[config.mk]
export PLATFORM = sky130hd
export DESIGN_NAME = sram_bus_arbiter
export DESIGN_NICKNAME = d
export VERILOG_FILES = /design/src/rtl/sram_bus_arbiter.sv
export SDC_FILE = /design/constraint.sdc
export NUM_CORES = 1
export LEC_CHECK = 0
export ABC_CLOCK_PERIOD_IN_PS = 2800
export BUFFER_PORTS_ARGS = -buffer_cell sky130_fd_sc_hd__buf_2
export CAP_MARGIN = 10
export CORE_AREA = 2 2 125 127
export DETAILED_ROUTE_END_ITERATION = 10
export DIE_AREA = 0 0 127 129
export SLEW_MARGIN = 20
export SYNTH_ARGS = -nofsm -noshare
export SYNTH_HDL_FRONTEND = slang
export SYNTH_SLANG_ARGS = --single-unit
[constraint.sdc]
create_clock -name clk -period 2.8 [get_ports clk]
set_input_delay 0.14 -clock clk [delete_from_list [all_inputs] [get_ports clk]]
set_output_delay 0.14 -clock clk [all_outputs]
set_load 0.03 [all_outputs]
[src/rtl/sram_bus_arbiter.sv]
// rtl/sram_bus_arbiter.sv - shares one sram-like port between inst fetch and data requesters
module sram_bus_arbiter #(
   parameter int MAX_OUTSTANDING = 2,
   parameter int STARVE_LIMIT    = 4
) (
   input  logic        clk,
   input  logic        reset,
   input  logic        inst_req,
   input  logic        inst_wr,
   input  logic [1:0]  inst_size,
   input  logic [31:0] inst_addr,
   input  logic [3:0]  inst_wstrb,
   input  logic [31:0] inst_wdata,
   output logic        inst_addr_ok,
   output logic        inst_data_ok,
   output logic [31:0] inst_rdata,
   input  logic        data_req,
   input  logic        data_wr,
   input  logic [1:0]  data_size,
   input  logic [31:0] data_addr,
   input  logic [3:0]  data_wstrb,
   input  logic [31:0] data_wdata,
   output logic        data_addr_ok,
   output logic        data_data_ok,
   output logic [31:0] data_rdata,
   output logic        mem_req,
   output logic        mem_wr,
   output logic [1:0]  mem_size,
   output logic [31:0] mem_addr,
   output logic [3:0]  mem_wstrb,
   output logic [31:0] mem_wdata,
   input  logic        mem_addr_ok,
   input  logic        mem_data_ok,
   input  logic [31:0] mem_rdata
);

   localparam int CNT_W = $clog2(MAX_OUTSTANDING + 1);
   localparam int PTR_W = (MAX_OUTSTANDING > 1) ? $clog2(MAX_OUTSTANDING) : 1;
   localparam int STV_W = $clog2(STARVE_LIMIT + 1);
   localparam logic [CNT_W-1:0] CNT_MAX  = CNT_W'(MAX_OUTSTANDING);
   localparam logic [PTR_W-1:0] PTR_LAST = PTR_W'(MAX_OUTSTANDING - 1);
   localparam logic [STV_W-1:0] STV_MAX  = STV_W'(STARVE_LIMIT);

   typedef enum logic [1:0] {IDLE, LOCK_I, LOCK_D} lock_e;

   lock_e                      lock_q, lock_d;
   logic [MAX_OUTSTANDING-1:0] owner_q, owner_d;   // 0 = inst, 1 = data
   logic [PTR_W-1:0]           rd_ptr_q, rd_ptr_d;
   logic [PTR_W-1:0]           wr_ptr_q, wr_ptr_d;
   logic [CNT_W-1:0]           count_q, count_d;
   logic [STV_W-1:0]           starve_q, starve_d;

   logic grant_data;
   logic full;
   logic xfer;
   logic pop;
   logic head;

   function automatic logic [PTR_W-1:0] ptr_inc(input logic [PTR_W-1:0] p);
      return (p == PTR_LAST) ? '0 : p + PTR_W'(1);
   endfunction

   // Grant selection: a locked side keeps the port until accepted; otherwise data wins unless inst is starving
   always_comb begin
      grant_data = 1'b1;
      if (!reset) begin
         case (lock_q)
            LOCK_I:  grant_data = 1'b0;
            LOCK_D:  grant_data = 1'b1;
            default: begin
               if (data_req && !(inst_req && starve_q == STV_MAX)) grant_data = 1'b1;
               else if (inst_req)                                  grant_data = 1'b0;
               else                                                grant_data = 1'b1;
            end
         endcase
      end
   end

   // Zero-latency request pass-through and response routing
   always_comb begin
      full         = (count_q == CNT_MAX);
      mem_req      = (grant_data ? data_req : inst_req) & ~full & ~reset;
      xfer         = mem_req & mem_addr_ok;
      inst_addr_ok = xfer & ~grant_data;
      data_addr_ok = xfer & grant_data;
      mem_wr       = grant_data ? data_wr    : inst_wr;
      mem_size     = grant_data ? data_size  : inst_size;
      mem_addr     = grant_data ? data_addr  : inst_addr;
      mem_wstrb    = grant_data ? data_wstrb : inst_wstrb;
      mem_wdata    = grant_data ? data_wdata : inst_wdata;
      // A response with nothing outstanding is stray and dropped
      pop          = mem_data_ok & (count_q != '0) & ~reset;
      head         = owner_q[rd_ptr_q];
      inst_data_ok = pop & ~head;
      data_data_ok = pop & head;
      inst_rdata   = mem_rdata;
      data_rdata   = mem_rdata;
   end

   // Next state for lock, owner FIFO, occupancy and fairness counter
   always_comb begin
      lock_d   = lock_q;
      owner_d  = owner_q;
      rd_ptr_d = rd_ptr_q;
      wr_ptr_d = wr_ptr_q;
      count_d  = count_q;
      starve_d = starve_q;

      case (lock_q)
         IDLE: begin
            if (mem_req && !mem_addr_ok) lock_d = grant_data ? LOCK_D : LOCK_I;
         end
         LOCK_I, LOCK_D: begin
            if (xfer) lock_d = IDLE;
         end
         default: lock_d = IDLE;
      endcase

      if (xfer) begin
         owner_d[wr_ptr_q] = grant_data;
         wr_ptr_d          = ptr_inc(wr_ptr_q);
      end
      if (pop) rd_ptr_d = ptr_inc(rd_ptr_q);

      case ({xfer, pop})
         2'b10:   count_d = count_q + CNT_W'(1);
         2'b01:   count_d = count_q - CNT_W'(1);
         default: count_d = count_q;
      endcase

      if (!inst_req)                            starve_d = '0;
      else if (xfer && !grant_data)             starve_d = '0;
      else if (xfer && starve_q != STV_MAX)     starve_d = starve_q + STV_W'(1);
   end

   // State registers with asynchronous clear
   always_ff @(posedge clk or posedge reset) begin
      if (reset) begin
         lock_q   <= IDLE;
         owner_q  <= '0;
         rd_ptr_q <= '0;
         wr_ptr_q <= '0;
         count_q  <= '0;
         starve_q <= '0;
      end else begin
         lock_q   <= lock_d;
         owner_q  <= owner_d;
         rd_ptr_q <= rd_ptr_d;
         wr_ptr_q <= wr_ptr_d;
         count_q  <= count_d;
         starve_q <= starve_d;
      end
   end

endmodule

==> impl_metrics.tcl <==
set metrics [dict create \
    ant_nets 0 \
    setup_viol 0 \
    gp_congestion 0.784 \
    cts_buffer_depth 2 \
    synth_top_area_frac 0.391 \
    worst_hold_path.num_cells 2 \
    clk_pin_slew_worst_paths_ps 40 \
    setup_ws_ps 155 \
    dpl_cell_area_sq_um 2900 \
    dpl.hpwl_mm 7.83 \
    yosysUniqueCellTypes 30 \
    die_area_sq_um 16400 \
    fin_cells 566 \
    hold_slack_ps 131 \
    intPower_uw 997 \
    grt_max_degree 51 \
    die_x_um 127 \
    cts_buffers 3 \
    cp_slowest_cell "dfrtp_1" \
    synthesis.area_sq_um 2050 \
    synth_nets 403 \
    total_power_mw 1.97 \
    worstSetupPathType "reg2out" \
    initial_utilization 0.137 \
    numClockSinks 11 \
    critical_path.max_stage_delay_ps 380 \
    routed_wl_mm 9.08 \
    cp.arrival_ps 2500 \
    min_period_ps 2640 \
    nNetsFinal 564 \
    die_y_um 129 \
    p_sw_uw 974 \
    syn-instance-count 218 \
    seq_power_share 0.132 \
    drt_iter0_markers 81 \
    syn_avg_cell_area_sq_um 9.39 \
    r2r_start "lock_q[1]" \
    via_per_inst 3.77 \
    status "finished, final reports clean" \
    dpl_worst_slack_ps 322 \
    worstSkewPairLatency_ps 250 \
    coreArea_sq_um 15000 \
    fin_util 0.202 \
    htreeDepth 1 \
    cellPowerDensity_nw_per_um2 651 \
    min-delay-start "mem_addr_ok" \
    placed_cells 558 \
    syn_to_final_growth_pct 48.0 \
    drcViolationCount 0 \
    required_ps 2660 \
    grt_pass1_vias 2109 \
    cp_cell_sequence "inv_1 -> ha_1 -> nor2b_1 -> a2111oi_4 -> buf_4 -> buf_6 -> mux2_2 -> buf_2" \
    dr.pass1.iters 6 \
    relSlewSlack 0.699 \
    tritoncts "done" \
    maxCapViolCount 0 \
    synth-seq-cells 11 \
    hold_class "in2reg" \
    wl_per_cell_um 16.0 \
    hold_violations 0 \
    overflow 0 \
    antenna_cells 0 \
    reg2reg_slack_ps 590 \
    worst_slew_pin_slew_ps 451 \
    port_buffers 223 \
    grt_pass1_wl_mm 12.0 \
    tns_ps 0 \
    r2r_cells 8 \
    combPwrFrac 0.733 \
    vias 2131 \
    clkPwrFrac 0.135 \
    pin_count 320 \
    end_kind "output pin" \
    ys_warn_count 0 \
    irDropWorstVdd_mv 0.211 \
    r2r-end "lock_q[1]" \
    ys_seq_area_frac 0.134 \
    yosys.area.top_type "mux2_2" \
    core.rowCount 45 \
    fin_crit_sh 0.945 \
    clock_skew_ps 4.21 \
    report.final.slew_viol_count 0 \
    stdcell_area_sq_um 3030 \
    cts-root-buf "clkbuf_16" \
    switching_share 0.494 \
    fmax_ghz 0.378 \
    p_leak_nw 1.59 \
    synth_area_leaders "mux2_2 (39%), buf_4 (23%), dfrtp_1 (13%)" \
    hold_path_end "owner_q[1]" \
    final_layout_size_suffix_gt1_frac 0.812 \
    gr-usage-all-layers 0.0963 \
    cp-start-kind "register" \
    grt_antenna_before_repair 0 \
    cp_max_fo 25 \
]
==> worst max path at each step <==
stage	start	cells past startpoint	endpoint	slack, ps
3_3_place_gp	lock_q[1]	7	mem_addr[30]	380
4_1_cts	lock_q[1]	7	mem_addr[25]	60
5_1_grt	lock_q[1]	8	mem_wdata[16]	-10
3_5_place_dp	lock_q[1]	7	mem_addr[25]	320
2_1_floorplan	lock_q[1]	6	mem_addr[0]	680
6_report	lock_q[1]	8	mem_wdata[16]	160
==> synth_stat cells, drive strengths merged <==
master and number:
inv 8, o21ba 1, a311o 2, o21ai 1, and3 7, nand2 4, o211a 2, a41oi 1
o211ai 1, xnor2 4, o32ai 2, mux2i 2, nand2b 1, xor2 1, ha 5, mux2 71
dfrtp 11, a31o 1, nor2 5, nor3b 1, a2111oi 1, clkbuf 1, nand3 3, a31oi 2
nand3b 1, buf 73, nor3 2, and2 1, nor2b 3
==> placed cells by master (no fill, tap or decap), drive strengths merged, types with 3 or more instances in the layout <==
cell and count:
ha 5, and3 7, dfrtp 11, nor2b 3, clkbuf 4, nand2 4
xnor2 4, nor2 5, nand3 3, mux2 71, inv 8, buf 228
==> state kept, by name, summed over array words and instances (netlist names) <==
name,cells
owner_q,2
wr_ptr_q,1
lock_q,2
starve_q,3
count_q,2
rd_ptr_q,1
==> what timing repair did <==
item	CTS	global route
endpoints found under the setup margin	0	23
gates resized for setup	0	2
hold buffers	1	0
endpoints found under the hold margin	11	0
setup buffers	0	2
==> layer usage <==
layer  share of wire  routed length, um  global-route usage  vias to the layer above
li1                -                  -                   -                     1023
met1            0.42               3800               0.123                      952
met2            0.48               4360               0.154                      152
met3           0.096                876              0.0399                        4
met4          0.0046                 42              0.0194                        0
met5               0                  0                   0                        -
==> kinds of logic (layout without fill, tap and decap cells) <==
| kind of cell | Yosys count | count (layout) | share of synthesized area |
|---|---|---|---|
| compound gates | 14 | 14 | 0.0672 |
| xor+xnor | 5 | 5 | 0.0214 |
| fa+ha+maj | 5 | 5 | 0.0306 |
| buf+inv | 82 | 242 | 0.273 |
| flops | 11 | 11 | 0.134 |
| mux | 73 | 73 | 0.400 |
| simple gates | 28 | 28 | 0.0727 |
==> power groups by stage <==
stage / Sequential (mW) / Clock (mW) / Combinational [mW]
final: 0.260 / 0.266 / 1.45
after global routing: 0.269 / 0.286 / 1.54
after CTS: 0.260 / 0.275 / 1.43
after detailed placement: 0.261 / 0 / 1.42
after global placement: 0.260 / 0 / 1.41
after floorplan: 0.251 / 0 / 1.19
==> final cells by class <==
class | count | area [sq um]
timing repair buffer | 230 | 1200
sequential | 11 | 275
inverter | 8 | 30.0
fill | 1720 | 11900
multi-input combinational | 125 | 1210
tap | 188 | 235
clock buffer | 3 | 75.1
clock inverter | 1 | 5.00
==> worst max-delay path: cells and delay by family (launching register included) <==
kind,cells,cell delay [ps]
buffers and inverters,4,670
adders and majority gates,1,380
muxes,1,370
AOI/OAI and AO/OA,1,360
DFF,1,380
and+or+nand+nor,1,100
No activity file was read; power rests on OpenSTA's default activity.
